## config.mk

```make
export PLATFORM = sky130hd
export DESIGN_NAME = exp_sequencer_flat
export DESIGN_NICKNAME = d
export VERILOG_FILES = /design/src/rtl/exp_seq_pkg.sv /design/src/rtl/exp_sequencer_if.sv /design/src/rtl/exp_alu.sv /design/src/rtl/exp_sequencer.sv /design/src/flat_wrapper.sv
export SDC_FILE = /design/constraint.sdc
export NUM_CORES = 1
export LEC_CHECK = 0
export BUFFER_PORTS_ARGS = -buffer_cell sky130_fd_sc_hd__clkbuf_2
export CORE_UTILIZATION = 55
export CTS_BUF_LIST = sky130_fd_sc_hd__clkbuf_4
export CTS_CLUSTER_DIAMETER = 150
export CTS_CLUSTER_SIZE = 16
export DETAILED_ROUTE_END_ITERATION = 10
export MAX_ROUTING_LAYER = met4
export PLACE_DENSITY = 0.93
export SYNTH_ARGS = -nofsm -noshare
export SYNTH_HDL_FRONTEND = slang
export SYNTH_SLANG_ARGS = --single-unit
```

## constraint.sdc

```tcl
create_clock -name clk_in -period 5.1 [get_ports clk_in]
set_input_delay 0.255 -clock clk_in [delete_from_list [all_inputs] [get_ports clk_in]]
set_output_delay 0.255 -clock clk_in [all_outputs]
set_load 0.1 [all_outputs]
```

## src/rtl/exp_seq_pkg.sv

```systemverilog
// Shared definitions for the FPU exponent sequencer.
// Op encodings, FSM state encoding and exponent register-file select codes.
// Pure declarations; no timing or flow-control behaviour.
package exp_seq_pkg;

  localparam int EXP_W = 9;

  // Operation encodings carried on op_in; 101..111 are illegal.
  localparam logic [2:0] OP_MUL    = 3'b000;
  localparam logic [2:0] OP_DIV    = 3'b001;
  localparam logic [2:0] OP_SUB    = 3'b010;
  localparam logic [2:0] OP_INT2FP = 3'b011;
  localparam logic [2:0] OP_INC    = 3'b100;

  typedef enum logic [2:0] {
    ST_IDLE = 3'd0,
    ST_LOAD = 3'd1,
    ST_S1   = 3'd2,
    ST_S2   = 3'd3,
    ST_DONE = 3'd4
  } state_e;

  // Register-file read selects: two GPRs followed by six constants.
  localparam logic [2:0] SEL_R0    = 3'b000;
  localparam logic [2:0] SEL_R1    = 3'b001;
  localparam logic [2:0] SEL_ZERO  = 3'b010;
  localparam logic [2:0] SEL_ONE   = 3'b011;
  localparam logic [2:0] SEL_RADIX = 3'b100;
  localparam logic [2:0] SEL_I2F   = 3'b101;
  localparam logic [2:0] SEL_BIAS  = 3'b110;
  localparam logic [2:0] SEL_ONES  = 3'b111;

  function automatic logic op_legal(input logic [2:0] op);
    return op <= OP_INC;
  endfunction

  // MUL and DIV need a second step to re-apply the exponent bias.
  function automatic logic op_two_step(input logic [2:0] op);
    return (op == OP_MUL) || (op == OP_DIV);
  endfunction

endpackage

```

## src/rtl/exp_sequencer_if.sv

```systemverilog
// Command/result interface between FPU control and the exponent sequencer.
// No latency of its own; plain wires.
// Handshake is start_in/ready_out; results are held until the next done.
interface exp_sequencer_if #(
  parameter int EXP_WIDTH = 9
);
  logic                 start_in;
  logic [2:0]           op_in;
  logic [EXP_WIDTH-1:0] expA_in;
  logic [EXP_WIDTH-1:0] expB_in;
  logic                 ready_out;
  logic                 done_out;
  logic                 err_out;
  logic [EXP_WIDTH-1:0] result_out;
  logic                 neg_out;
  logic                 zero_out;

  // FPU control side issues commands and consumes results.
  modport master (
    output start_in, op_in, expA_in, expB_in,
    input  ready_out, done_out, err_out, result_out, neg_out, zero_out
  );

  // Sequencer side accepts commands and reports results.
  modport slave (
    input  start_in, op_in, expA_in, expB_in,
    output ready_out, done_out, err_out, result_out, neg_out, zero_out
  );
endinterface

```

## src/rtl/exp_alu.sv

```systemverilog
// Combinational add/subtract for the exponent path, modulo 2^EXP_WIDTH.
// Zero latency.
// No flow control.
module exp_alu #(
  parameter int EXP_WIDTH = 9
) (
  input  logic [EXP_WIDTH-1:0] a_i,
  input  logic [EXP_WIDTH-1:0] b_i,
  input  logic                 sub_i,
  output logic [EXP_WIDTH-1:0] res_o
);
  // Wraparound is intentional: overflow/underflow shows up in the top bit.
  assign res_o = sub_i ? (a_i - b_i) : (a_i + b_i);
endmodule

```

## src/rtl/exp_sequencer.sv

```systemverilog
// Microcoded exponent controller: LOAD operands, run 1-2 ALU steps, report.
// Done 3 cycles after accept (SUB/INT2FP/INC), 4 (MUL/DIV), 1 (illegal op).
// One command in flight; start_in while busy is ignored, never queued.
module exp_sequencer
  import exp_seq_pkg::*;
#(
  parameter int         EXP_WIDTH = 9,
  parameter logic [2:0] BIAS_SEL  = 3'b110,
  parameter logic [2:0] I2F_SEL   = 3'b101,
  parameter logic [2:0] ONE_SEL   = 3'b011
) (
  input  logic                 clk_in,
  input  logic                 reset_n_in,
  exp_sequencer_if.slave       bus,
  output logic                 rfWriteEnableR0_out,
  output logic                 rfWriteEnableR1_out,
  output logic [EXP_WIDTH-1:0] rfWriteValueR0_out,
  output logic [EXP_WIDTH-1:0] rfWriteValueR1_out,
  output logic [2:0]           rfReadSelectA_out,
  output logic [2:0]           rfReadSelectB_out,
  input  logic [EXP_WIDTH-1:0] rfReadResultA_in,
  input  logic [EXP_WIDTH-1:0] rfReadResultB_in
);

  state_e               state_q, state_d;
  logic [2:0]           op_q;
  logic [EXP_WIDTH-1:0] a_q, b_q;
  logic                 err_q;
  logic [EXP_WIDTH-1:0] result_q;
  logic                 neg_q, zero_q;

  logic                 accept;
  logic                 alu_sub;
  logic                 last_step;
  logic [EXP_WIDTH-1:0] alu_res;

  assign accept = (state_q == ST_IDLE) && bus.start_in;

  exp_alu #(.EXP_WIDTH(EXP_WIDTH)) u_alu (
    .a_i   (rfReadResultA_in),
    .b_i   (rfReadResultB_in),
    .sub_i (alu_sub),
    .res_o (alu_res)
  );

  // State register.
  always_ff @(posedge clk_in or negedge reset_n_in) begin
    if (!reset_n_in) state_q <= ST_IDLE;
    else             state_q <= state_d;
  end

  // Next state plus microcode: read selects, ALU mode and write enables per step.
  always_comb begin
    state_d             = state_q;
    rfReadSelectA_out   = SEL_R0;
    rfReadSelectB_out   = SEL_R1;
    alu_sub             = 1'b0;
    rfWriteEnableR0_out = 1'b0;
    rfWriteEnableR1_out = 1'b0;
    rfWriteValueR0_out  = '0;
    rfWriteValueR1_out  = '0;
    last_step           = 1'b0;
    case (state_q)
      ST_IDLE: begin
        if (accept) state_d = op_legal(bus.op_in) ? ST_LOAD : ST_DONE;
      end
      ST_LOAD: begin
        rfWriteEnableR0_out = 1'b1;
        rfWriteEnableR1_out = 1'b1;
        rfWriteValueR0_out  = a_q;
        rfWriteValueR1_out  = b_q;
        state_d             = ST_S1;
      end
      ST_S1: begin
        rfWriteEnableR0_out = 1'b1;
        rfWriteValueR0_out  = alu_res;
        case (op_q)
          OP_DIV, OP_SUB: alu_sub = 1'b1;
          OP_INT2FP: begin
            rfReadSelectA_out = I2F_SEL;
            alu_sub           = 1'b1;
          end
          OP_INC:  rfReadSelectB_out = ONE_SEL;
          default: alu_sub = 1'b0;
        endcase
        if (op_two_step(op_q)) begin
          state_d = ST_S2;
        end else begin
          state_d   = ST_DONE;
          last_step = 1'b1;
        end
      end
      ST_S2: begin
        rfWriteEnableR0_out = 1'b1;
        rfWriteValueR0_out  = alu_res;
        rfReadSelectB_out   = BIAS_SEL;
        alu_sub             = (op_q == OP_MUL);
        state_d             = ST_DONE;
        last_step           = 1'b1;
      end
      ST_DONE: state_d = ST_IDLE;
      default: state_d = ST_IDLE;
    endcase
  end

  // Capture the command at accept; operands are latched so upstream may change them after the handshake.
  always_ff @(posedge clk_in or negedge reset_n_in) begin
    if (!reset_n_in) begin
      op_q  <= OP_MUL;
      a_q   <= '0;
      b_q   <= '0;
      err_q <= 1'b0;
    end else if (accept) begin
      op_q  <= bus.op_in;
      a_q   <= bus.expA_in;
      b_q   <= bus.expB_in;
      err_q <= !op_legal(bus.op_in);
    end
  end

  // Register the final step's ALU value and its flags; held across illegal ops.
  always_ff @(posedge clk_in or negedge reset_n_in) begin
    if (!reset_n_in) begin
      result_q <= '0;
      neg_q    <= 1'b0;
      zero_q   <= 1'b0;
    end else if (last_step) begin
      result_q <= alu_res;
      neg_q    <= alu_res[EXP_WIDTH-1];
      zero_q   <= (alu_res == '0);
    end
  end

  assign bus.ready_out  = (state_q == ST_IDLE);
  assign bus.done_out   = (state_q == ST_DONE);
  assign bus.err_out    = (state_q == ST_DONE) && err_q;
  assign bus.result_out = result_q;
  assign bus.neg_out    = neg_q;
  assign bus.zero_out   = zero_q;

endmodule

```

## src/flat_wrapper.sv

```systemverilog
// flat-port wrapper written by rule: the top's interface ports become plain ports
module exp_sequencer_flat import exp_seq_pkg::*;
#(
  parameter int         EXP_WIDTH = 9,
  parameter logic [2:0] BIAS_SEL  = 3'b110,
  parameter logic [2:0] I2F_SEL   = 3'b101,
  parameter logic [2:0] ONE_SEL   = 3'b011
)
  (clk_in, reset_n_in, rfWriteEnableR0_out, rfWriteEnableR1_out, rfWriteValueR0_out, rfWriteValueR1_out, rfReadSelectA_out, rfReadSelectB_out, rfReadResultA_in, rfReadResultB_in, bus_start_in, bus_op_in, bus_expA_in, bus_expB_in, bus_ready_out, bus_done_out, bus_err_out, bus_result_out, bus_neg_out, bus_zero_out);
  exp_sequencer_if #(.EXP_WIDTH(EXP_WIDTH)) bus_i ();
  input  logic clk_in;
  input  logic reset_n_in;
  output logic rfWriteEnableR0_out;
  output logic rfWriteEnableR1_out;
  output logic [EXP_WIDTH-1:0] rfWriteValueR0_out;
  output logic [EXP_WIDTH-1:0] rfWriteValueR1_out;
  output logic [2:0] rfReadSelectA_out;
  output logic [2:0] rfReadSelectB_out;
  input  logic [EXP_WIDTH-1:0] rfReadResultA_in;
  input  logic [EXP_WIDTH-1:0] rfReadResultB_in;
  input wire logic [$bits(bus_i.start_in)-1:0] bus_start_in;
  input wire logic [$bits(bus_i.op_in)-1:0] bus_op_in;
  input wire logic [$bits(bus_i.expA_in)-1:0] bus_expA_in;
  input wire logic [$bits(bus_i.expB_in)-1:0] bus_expB_in;
  output wire logic [$bits(bus_i.ready_out)-1:0] bus_ready_out;
  output wire logic [$bits(bus_i.done_out)-1:0] bus_done_out;
  output wire logic [$bits(bus_i.err_out)-1:0] bus_err_out;
  output wire logic [$bits(bus_i.result_out)-1:0] bus_result_out;
  output wire logic [$bits(bus_i.neg_out)-1:0] bus_neg_out;
  output wire logic [$bits(bus_i.zero_out)-1:0] bus_zero_out;
  assign bus_i.start_in = bus_start_in;
  assign bus_i.op_in = bus_op_in;
  assign bus_i.expA_in = bus_expA_in;
  assign bus_i.expB_in = bus_expB_in;
  assign bus_ready_out = bus_i.ready_out;
  assign bus_done_out = bus_i.done_out;
  assign bus_err_out = bus_i.err_out;
  assign bus_result_out = bus_i.result_out;
  assign bus_neg_out = bus_i.neg_out;
  assign bus_zero_out = bus_i.zero_out;
  exp_sequencer #(.EXP_WIDTH(EXP_WIDTH), .BIAS_SEL(BIAS_SEL), .I2F_SEL(I2F_SEL), .ONE_SEL(ONE_SEL)) u_core (.clk_in(clk_in), .reset_n_in(reset_n_in), .bus(bus_i), .rfWriteEnableR0_out(rfWriteEnableR0_out), .rfWriteEnableR1_out(rfWriteEnableR1_out), .rfWriteValueR0_out(rfWriteValueR0_out), .rfWriteValueR1_out(rfWriteValueR1_out), .rfReadSelectA_out(rfReadSelectA_out), .rfReadSelectB_out(rfReadSelectB_out), .rfReadResultA_in(rfReadResultA_in), .rfReadResultB_in(rfReadResultB_in));
endmodule
```

==> run_results.csv, run 1 <==
group,metric,value,unit
place,portBuffers,80,
clock_tree,post-cts-setup-buffers,0,
logic_synthesis,synthTopCellsByArea,"dfrtp_1 (40%), nand2_1 (14%), ha_1 (5.1%), and2_1 (3.4%), o21ai_0 (3.4%)",
place,post-place-ws,1320,ps
sta,finalWorstSetupSlack,969,ps
sta,hold_violations,0,
worst_setup_path,crit_path_end_kind,"output port",
sta,fin_setup_tns,0,ps
floorplanning,rows,22,
place,dp_hpwl,4000,um
sta,clock_skew,9.79,ps
logic_synthesis,yosysUniqueCellTypes,42,
logic_synthesis,synth_compound_area_share,11.6,%
logic_synthesis,synth_top_family_by_area,"simple AND/OR/NAND/NOR gates",
worst_setup_path,cp.arrival,3880,ps
grt,grt_max_degree,36,
sta,max_slew_margin,27.0,%
worst_setup_path,cp_max_fo,10,
logic_synthesis,yosysTopAreaCell,"dfrtp_1",
logic_synthesis,synth-simple-area-share,29.3,%
clock_tree,clock_path_buffers,2,
clock_tree,cts_resized,0,
final_layout,antenna_cells,0,
clock_tree,cts_tree,"yes",
logic_synthesis,yosys.area.top_type_share,40.0,%
logic_synthesis,synthAdderAreaFrac,6.05,%
min_path,min_path_type,"input port to async pin",
place,dp.cells,380,
place,gp_congestion,0.818,
grt,use_met1,30.3,%
sta,setup_viol_count_final,0,
status,status,"completed",
logic_synthesis,ys_top_cells_by_count,"nand2_1 (80), dfrtp_1 (35), nor2_1 (19), o21ai_0 (15), and2_1 (12)",
logic_synthesis,synth_seq_area_share,40.0,%
floorplanning,start_util,58.6,%
route,drc,0,
route,drt_iter0_drc,69,
worst_setup_path,reg2reg_depth,10,
sta,rsz0062_at_grt,"no",
logic_synthesis,synth_xor_area_share,4.39,%
clock_tree,root_buffer,"clkbuf_4",
sta,slew_viol_final,0,
worst_setup_path,required,4850,ps
worst_setup_path,path_class,"register to output port",
route,dr.pass1.iters,4,
sta,final.period_utilization,81.0,%
logic_synthesis,synthFlopType,"dfrtp_1",
clock_tree,ctsHoldBuffers,0,
sta,max_freq,0.242,GHz
route,routed-via-count,2069,
logic_synthesis,synth_edf_count,0,
grt,grt_pass1_wl,8540,um
grt,grtUsageMet2,46.9,%
logic_synthesis,yosysMostFrequentCell,"nand2_1",
grt,antenna_found_initial,0,
clock_tree,htreeDepth,2,
final_layout,syn_to_final_growth,19.6,%
floorplanning,io_pins,82,
sta,tightest_slew,1090,ps
floorplanning,die_w,65.1,um
grt,grtUsageTotal,27.4,%
grt,grt_pass1_vias,1944,
logic_synthesis,synth.avg_cell_area,8.27,sq um
route,vias_per_cell,5.36,
final_layout,final_cells,386,
clock_tree,clk_pin_slew_worst_paths,100,ps
sta,period_minus_slack,4130,ps
logic_synthesis,syn_area,0.00219,sq mm
worst_setup_path,start_kind,"register",
final_layout,nFillCells,321,
final_layout,nets,391,
logic_synthesis,synth-seq-cells,35,
logic_synthesis,async_reset_ff_share,100,%
clock_tree,clk_latency,340,ps
logic_synthesis,synth.area.mux_share,3.48,%
flow_run,cap_violations,0,
route,ant_nets,0,
floorplanning,fp.coreArea,0.00374,sq mm
clock_tree,cts.sinks,35,
final_layout,layout-drive-gt1-share,28.7,%
floorplanning,chipHeight,65.1,um
logic_synthesis,syn_inst,265,
grt,grt_overflow,0,
logic_synthesis,yosysWarnings,0,
grt,busiest_layer,"met2",
grt,met3_usage,7.29,%
logic_synthesis,synth.net_count,317,
floorplanning,die-area,0.00424,sq mm
route,drt-total-wl,5090,um
route,wire_per_inst,13.2,um
clock_tree,numCtsBuffers,5,
sta,fin_hold_ws,19.8,ps
[final cells by class]
class                      instances  area, sq um  share of cell area (%)
clock buffer                       5         37.5                    1.43
clock inverter                     1         7.51                   0.286
inverter                           8         30.0                    1.15
multi-input combinational        209         1210                    46.2
sequential                        35          876                    33.4
tap                               48         60.1                    2.29
timing repair buffer              80          400                    15.3
[worst max-delay path, cell delays in order, from the launching register on]
cell      delay, ps
dfrtp_1         530
and2b_2         280
nand2b_1        100
nor2_1          370
nor2_1          110
xnor2_1         140
ha_1            330
nor2b_4         150
o31a_1          260
o31ai_1         270
a21oi_1         130
xnor2_1         250
a22o_1          170
clkbuf_2        460
[flip-flops by register name, indices dropped and copies added, names as in the netlist]
name and flops:
u_core.bus.neg_out 1, u_core.err_q 1, u_core.state_q 3, u_core.a_q 9, u_core.b_q 9, u_core.bus.result_out 8, u_core.op_q 3, u_core.bus.zero_out 1
[worst paths after layout]
path / slack, ps / end / start
max in group asynchronous: 4540 / u_core.bus.neg_out$_DFFE_PN0P_ / reset_n_in
worst max-delay path: 970 / rfWriteValueR0_out[8] / u_core.state_q[1]$_DFFE_PN0P_
worst min register to register: 480 / u_core.b_q[8]$_DFFE_PN0P_ / u_core.b_q[8]$_DFFE_PN0P_
min in group clk_in: 100 / u_core.a_q[1]$_DFFE_PN0P_ / bus_expA_in[1]
worst max register to register: 1700 / u_core.bus.zero_out$_DFFE_PN0P_ / u_core.state_q[1]$_DFFE_PN0P_
worst min-delay path: 20 / u_core.bus.result_out[4]$_DFFE_PN0P_ / reset_n_in
[kinds of logic after synthesis]
family,after synthesis
AND/OR/NAND/NOR,140
AO/OA/AOI/OAI,40
flip-flops,35
buffers and inverters,21
XOR/XNOR,11
adder cells (fa/ha/maj),10
multiplexers,7
other,1
[cell usage in the layout, fill, tap and decap left out, types with 3 or more instances in the layout]
master / n
nand2_1: 80
nor3b_1: 3
a22o_1: 4
clkbuf_4: 5
nor2_1: 19
xor2_1: 3
mux2_2: 5
nor3_1: 5
nand2b_1: 5
inv_1: 8
nor4_1: 3
clkbuf_2: 80
and2_1: 12
o21ai_0: 15
ha_1: 9
xnor2_1: 8
a21oi_1: 8
dfrtp_1: 35
[metrics by stage]
| step | util (%) | area (sq um) |
|---|---|---|
| 3_5_place_dp | 68.8 | 2580 |
| 3_3_place_gp | 68.8 | 2580 |
| 5_1_grt | 70.0 | 2620 |
| 2_1_floorplan | - | 2190 |
| 6_report | 70.0 | 2620 |
| 4_1_cts | 70.0 | 2620 |
[layer usage]
layer,routed length [um],vias to the layer above
met5,0,-
met4,124,0
met3,293,15
met2,2470,69
met1,2190,960
li1,-,1025
Power of run 1 is not shown: default switching activity piles up to over one toggle a cycle in this logic, so the estimate is an artifact.
==> run 2, diff against run 1 <==
Settings changed: CORE_UTILIZATION 55 to 46, PLACE_DENSITY 0.93 to 0.83.
Clock period 5.1 ns to 3.5 ns, I/O delays scaled along.
==> run_results.csv, run 2 (same netlist as run 1, synthesis figures left out) <==
group,metric,value,unit
status,status,"finished with violations",
status,violations,"design-rule violations",
floorplanning,die-area,0.00505,sq mm
flow_run,cap_violations,0,
route,routed-wl-met2,2500,um
worst_setup_path,crit_start,"u_core.state_q[2]$_DFFE_PN0P_",
route,ant_nets,0,
sta,hold_violations,0,
route,wire_per_inst,12.7,um
worst_setup_path,worstReg2RegStart,"u_core.state_q[2]$_DFFE_PN0P_",
place,portBuffers,80,
final_layout,antenna_cells,0,
worst_setup_path,cp_max_fo,4,
clock_tree,clk_pin_slew_worst_paths,100,ps
final_layout,final_cells,405,
route,wl_met1,2260,um
floorplanning,chipHeight,71.0,um
floorplanning,rows,24,
clock_tree,clk_latency,330,ps
grt,grt_overflow,0,
worst_setup_path,crit_path_end_kind,"output port",
route,routed-via-count,2114,
sta,final.period_utilization,96.5,%
sta,slew_viol_final,0,
route,dr.pass1.iters,7,
place,dp_hpwl,3860,um
clock_tree,clock_path_buffers,2,
sta,clock_skew,4.28,ps
sta,max_freq,0.296,GHz
grt,grt_pass1_vias,1997,
sta,rsz0062_at_grt,"yes",
final_layout,final_core_util,64.1,%
sta,setup_viol_count_final,0,
route,drt-total-wl,5140,um
final_layout,final_cell_mix,"nand2_1 (80), clkbuf_2 (75), dfrtp_1 (33)",
floorplanning,start_util,49.0,%
grt,grtUsageTotal,22.3,%
worst_setup_path,path_class,"register to output port",
sta,tightest_slew,844,ps
clock_tree,cts.sinks,35,
route,drt_iter0_drc,120,
sta,period_minus_slack,3380,ps
clock_tree,htreeDepth,2,
final_layout,syn_to_final_growth,30.8,%
route,drc,5,
min_path,min_path_type,"input port to register",
worst_setup_path,start_kind,"register",
final_layout,final_common_cell,"nand2_1",
clock_tree,cts_tree,"yes",
place,dp.cells,390,
final_layout,layout-drive-gt1-share,35.1,%
final_layout,nets,405,
worst_setup_path,required,3320,ps
floorplanning,io_pins,82,
grt,antenna_found_initial,0,
clock_tree,numCtsBuffers,5,
clock_tree,root_buffer,"clkbuf_4",
worst_setup_path,cp.arrival,3200,ps
route,wl_met3,314,um
sta,max_slew_margin,43.7,%
floorplanning,fp.coreArea,0.00447,sq mm
min_path,min-delay-start,"bus_expA_in[7]",
route,vias_per_cell,5.22,
floorplanning,die_w,71.0,um
grt,grt_max_degree,36,
grt,grt_pass1_wl,8650,um
place,gp_congestion,0.848,
route,highest_layer,"met4",
-- run 2: changes by cell type in the layout (fill, tap and decap cells not counted), sizes merged --
cell | before | now
buf | 0 | 16
clkbuf | 85 | 81
clkinv | 0 | 2
clkinvlp | 1 | 0
dlygate4sd3 | 0 | 2
-- run 2: final timing paths --
kind                       slack, ps  depth (start not counted)                              end
max                              120                         13            rfWriteValueR0_out[8]
min                               20                          3        u_core.a_q[7]$_DFFE_PN0P_
max reg2reg                      530                         10  u_core.bus.zero_out$_DFFE_PN0P_
min reg2reg                      480                          1    u_core.state_q[1]$_DFFE_PN0P_
max in group asynchronous       2430                          2    u_core.state_q[2]$_DFFE_PN0P_
min in group asynchronous        480                          2        u_core.b_q[4]$_DFFE_PN0P_
-- run 2: what timing repair did --
item | 4_1_cts | 5_1_grt
endpoints found under the hold margin | 35 | 1
pin swaps | 3 | 4
hold buffers | 1 | 1
setup endpoints to repair | 4 | 4
gates resized for setup | 9 | 6
setup buffers | 1 | 5
-- run 2: worst max-delay path, stage by stage (launching register included) --
cell	delay (ps)
dfrtp_2	430
and2b_2	220
nand2b_1	110
nor2_4	150
nor2_1	70
xnor2_1	130
ha_1	330
nor2b_4	150
o31a_1	270
o31ai_2	230
a21oi_1	120
xnor2_1	240
a22o_1	250
buf_12	190
-- run 2: cell type report --
type | count | area [sq um]
inverters | 8 | 30.0
clock inverters | 2 | 8.76
well taps | 52 | 65.1
flip-flops and latches | 35 | 878
fillers | 406 | 1610
repair buffers | 94 | 573
multi-input cells | 209 | 1270
clock buffers | 5 | 37.5
-- run 2: through the flow --
stage	worst slack [ps]	hold WS, ps	setup TNS [ps]	cell area, sq um
2_1_floorplan	-424	-121	-3920	2210
6_report	124	19.2	0	2870
5_1_grt	-61.2	1.17	-89.1	2870
3_5_place_dp	221	323	0	2710
3_3_place_gp	333	314	0	2710
4_1_cts	37.1	5.73	0	2800
-- run 2: per-layer routing --
metal	vias up	track usage, %
met2	80	36.3
li1	1053	-
met3	7	4.84
met1	974	28.3
met5	-	-
met4	0	6.22
Power of run 2 is left out for the same reason.
==> run 3, diff against run 2 <==
==> constraint.sdc (replaced) <==
create_clock -name clk_in -period 3.5 [get_ports clk_in]
set_input_delay 0.175 -clock clk_in [delete_from_list [all_inputs] [get_ports clk_in]]
set_output_delay 0.175 -clock clk_in [all_outputs]
set_load 0.05 [all_outputs]
==> run_results.csv, run 3 (same netlist as run 1, synthesis figures left out) <==
group,metric,value,unit
status,status,"finished with violations",
status,violations,"design-rule violations",
sta,finalWorstSetupSlack,51.0,ps
sta,max_slew_margin,29.1,%
sta,slew_viol_final,0,
worst_setup_path,path_class,"register to output port",
sta,period_minus_slack,3450,ps
clock_tree,cts_tree,"yes",
worst_setup_path,start_kind,"register",
min_path,whs_path_depth,3,
final_layout,syn_to_final_growth,28.7,%
route,ant_nets,0,
final_layout,antenna_cells,0,
final_layout,final_common_cell,"nand2_1",
floorplanning,rows,24,
sta,clock_skew,9.05,ps
floorplanning,die-area,0.00505,sq mm
grt,grt_pass1_vias,1955,
final_layout,final_cells,403,
grt,antenna_found_initial,0,
route,drt_iter0_drc,131,
route,vias_per_cell,5.22,
sta,hold_violations,0,
worst_setup_path,cp.arrival,3270,ps
clock_tree,root_buffer,"clkbuf_4",
final_layout,nFillCells,385,
grt,grt_max_degree,36,
worst_setup_path,reg2reg_depth,14,
worst_setup_path,required,3320,ps
flow_run,cap_violations,0,
grt,grtUsageTotal,23.1,%
place,portBuffers,80,
final_layout,final_core_util,63.1,%
floorplanning,chipHeight,71.0,um
place,post-place-ws,245,ps
place,dpl_cell_area,0.00261,sq mm
worst_setup_path,cp_max_fo,7,
clock_tree,clk_pin_slew_worst_paths,100,ps
route,wire_per_inst,13.6,um
place,gp_congestion,0.855,
final_layout,final_area,0.00282,sq mm
floorplanning,start_util,49.0,%
route,dr.pass1.iters,8,
sta,rsz0062_at_grt,"yes",
floorplanning,io_pins,82,
sta,tightest_slew,1060,ps
min_path,min_path_type,"input port to register",
pwr,powerDensity,976,mW/mm^2
sta,final.period_utilization,98.5,%
sta,max_freq,0.290,GHz
floorplanning,fp.coreArea,0.00447,sq mm
final_layout,final_cell_mix,"nand2_1 (80), clkbuf_2 (77), dfrtp_1 (35)",
final_layout,nets,402,
route,routed-via-count,2104,
place,dp_hpwl,4040,um
route,drt-total-wl,5470,um
floorplanning,die_w,71.0,um
worst_setup_path,crit_path_end_kind,"output port",
grt,met3_usage,4.99,%
grt,grt_pass1_wl,8780,um
pwr,vdd.ir_drop.worst,0.658,mV
clock_tree,numCtsBuffers,5,
clock_tree,clock_path_buffers,2,
place,dp.cells,388,
grt,use_met1,29.4,%
route,drc,6,
clock_tree,clk_latency,340,ps
final_layout,layout-drive-gt1-share,34.5,%
grt,busiest_layer,"met2",
clock_tree,htreeDepth,2,
pwr,p_leak,1.48,nW
clock_tree,cts.sinks,35,
grt,grtUsageMet2,35.5,%
grt,grt_overflow,0,
sta,setup_viol_count_final,0,
run 3: path summary, 6_finish.rpt:
check,start,endpoint,slack [ps]
worst max-delay path,u_core.state_q[2]$_DFFE_PN0P_,rfWriteValueR0_out[8],50
worst min-delay path,bus_expA_in[2],u_core.a_q[2]$_DFFE_PN0P_,10
worst max register to register,u_core.state_q[2]$_DFFE_PN0P_,u_core.bus.neg_out$_DFFE_PN0P_,350
worst min register to register,u_core.b_q[5]$_DFFE_PN0P_,u_core.b_q[5]$_DFFE_PN0P_,480
max in group asynchronous,reset_n_in,u_core.bus.result_out[3]$_DFFE_PN0P_,2520
min in group asynchronous,reset_n_in,u_core.bus.result_out[4]$_DFFE_PN0P_,460
run 3: area by class of cell:
class                           count  area (sq um)  share of cell area [%]
Clock inverter                      3          15.0                   0.532
Timing Repair Buffer               91           500                    17.7
Inverter                            8          30.0                    1.06
Multi-Input combinational cell    209          1300                    46.0
Tap cell                           52          65.1                    2.31
Clock buffer                        5          37.5                    1.33
Sequential cell                    35           876                    31.0
run 3: timing repair:
item | in CTS | in global routing
gates resized for setup | 4 | 23
endpoints found under the setup margin | 2 | 5
pin swaps | 1 | 11
hold buffers | 1 | 0
buffers inserted | 1 | 6
hold endpoints to repair | 35 | 0
gates cloned | 0 | 0
run 3: per-layer routing:
| metal | wire, um | part of all wire [%] |
|---|---|---|
| met1 | 2370 | 43 |
| met2 | 2580 | 47 |
| met3 | 381 | 7.0 |
| met4 | 141 | 2.6 |
| met5 | 0 | 0 |
run 3: power by group:
group | switching [W] | leakage [nW] | total [W] | internal [W]
clock | 0.000136 | 0.0263 | 0.000210 | 0.0000736
combinational | 0.00125 | 1.02 | 0.00183 | 0.000583
sequential | 0.000118 | 0.433 | 0.000713 | 0.000594
run 3: metrics by stage:
stage                     power (W)  TNS [ps]  hold WS [ps]
after floorplan             0.00201         0          -121
after global placement      0.00233         0           316
after detailed placement    0.00237         0           317
after CTS                   0.00262         0         0.532
after global routing        0.00294      -215          4.91
final                       0.00275         0          13.0
run 3: critical path, stage by stage, from the launching register on:
cell	delay (ps)
dfrtp_1	380
and2b_2	280
nand2b_4	80
nor2_4	230
nor2_4	50
xnor2_1	120
ha_1	340
nor2b_4	140
o31a_1	340
o31ai_4	280
a21oi_2	110
xnor2_2	160
a22o_1	250
buf_8	160
Power figures use the tool's default switching activity.
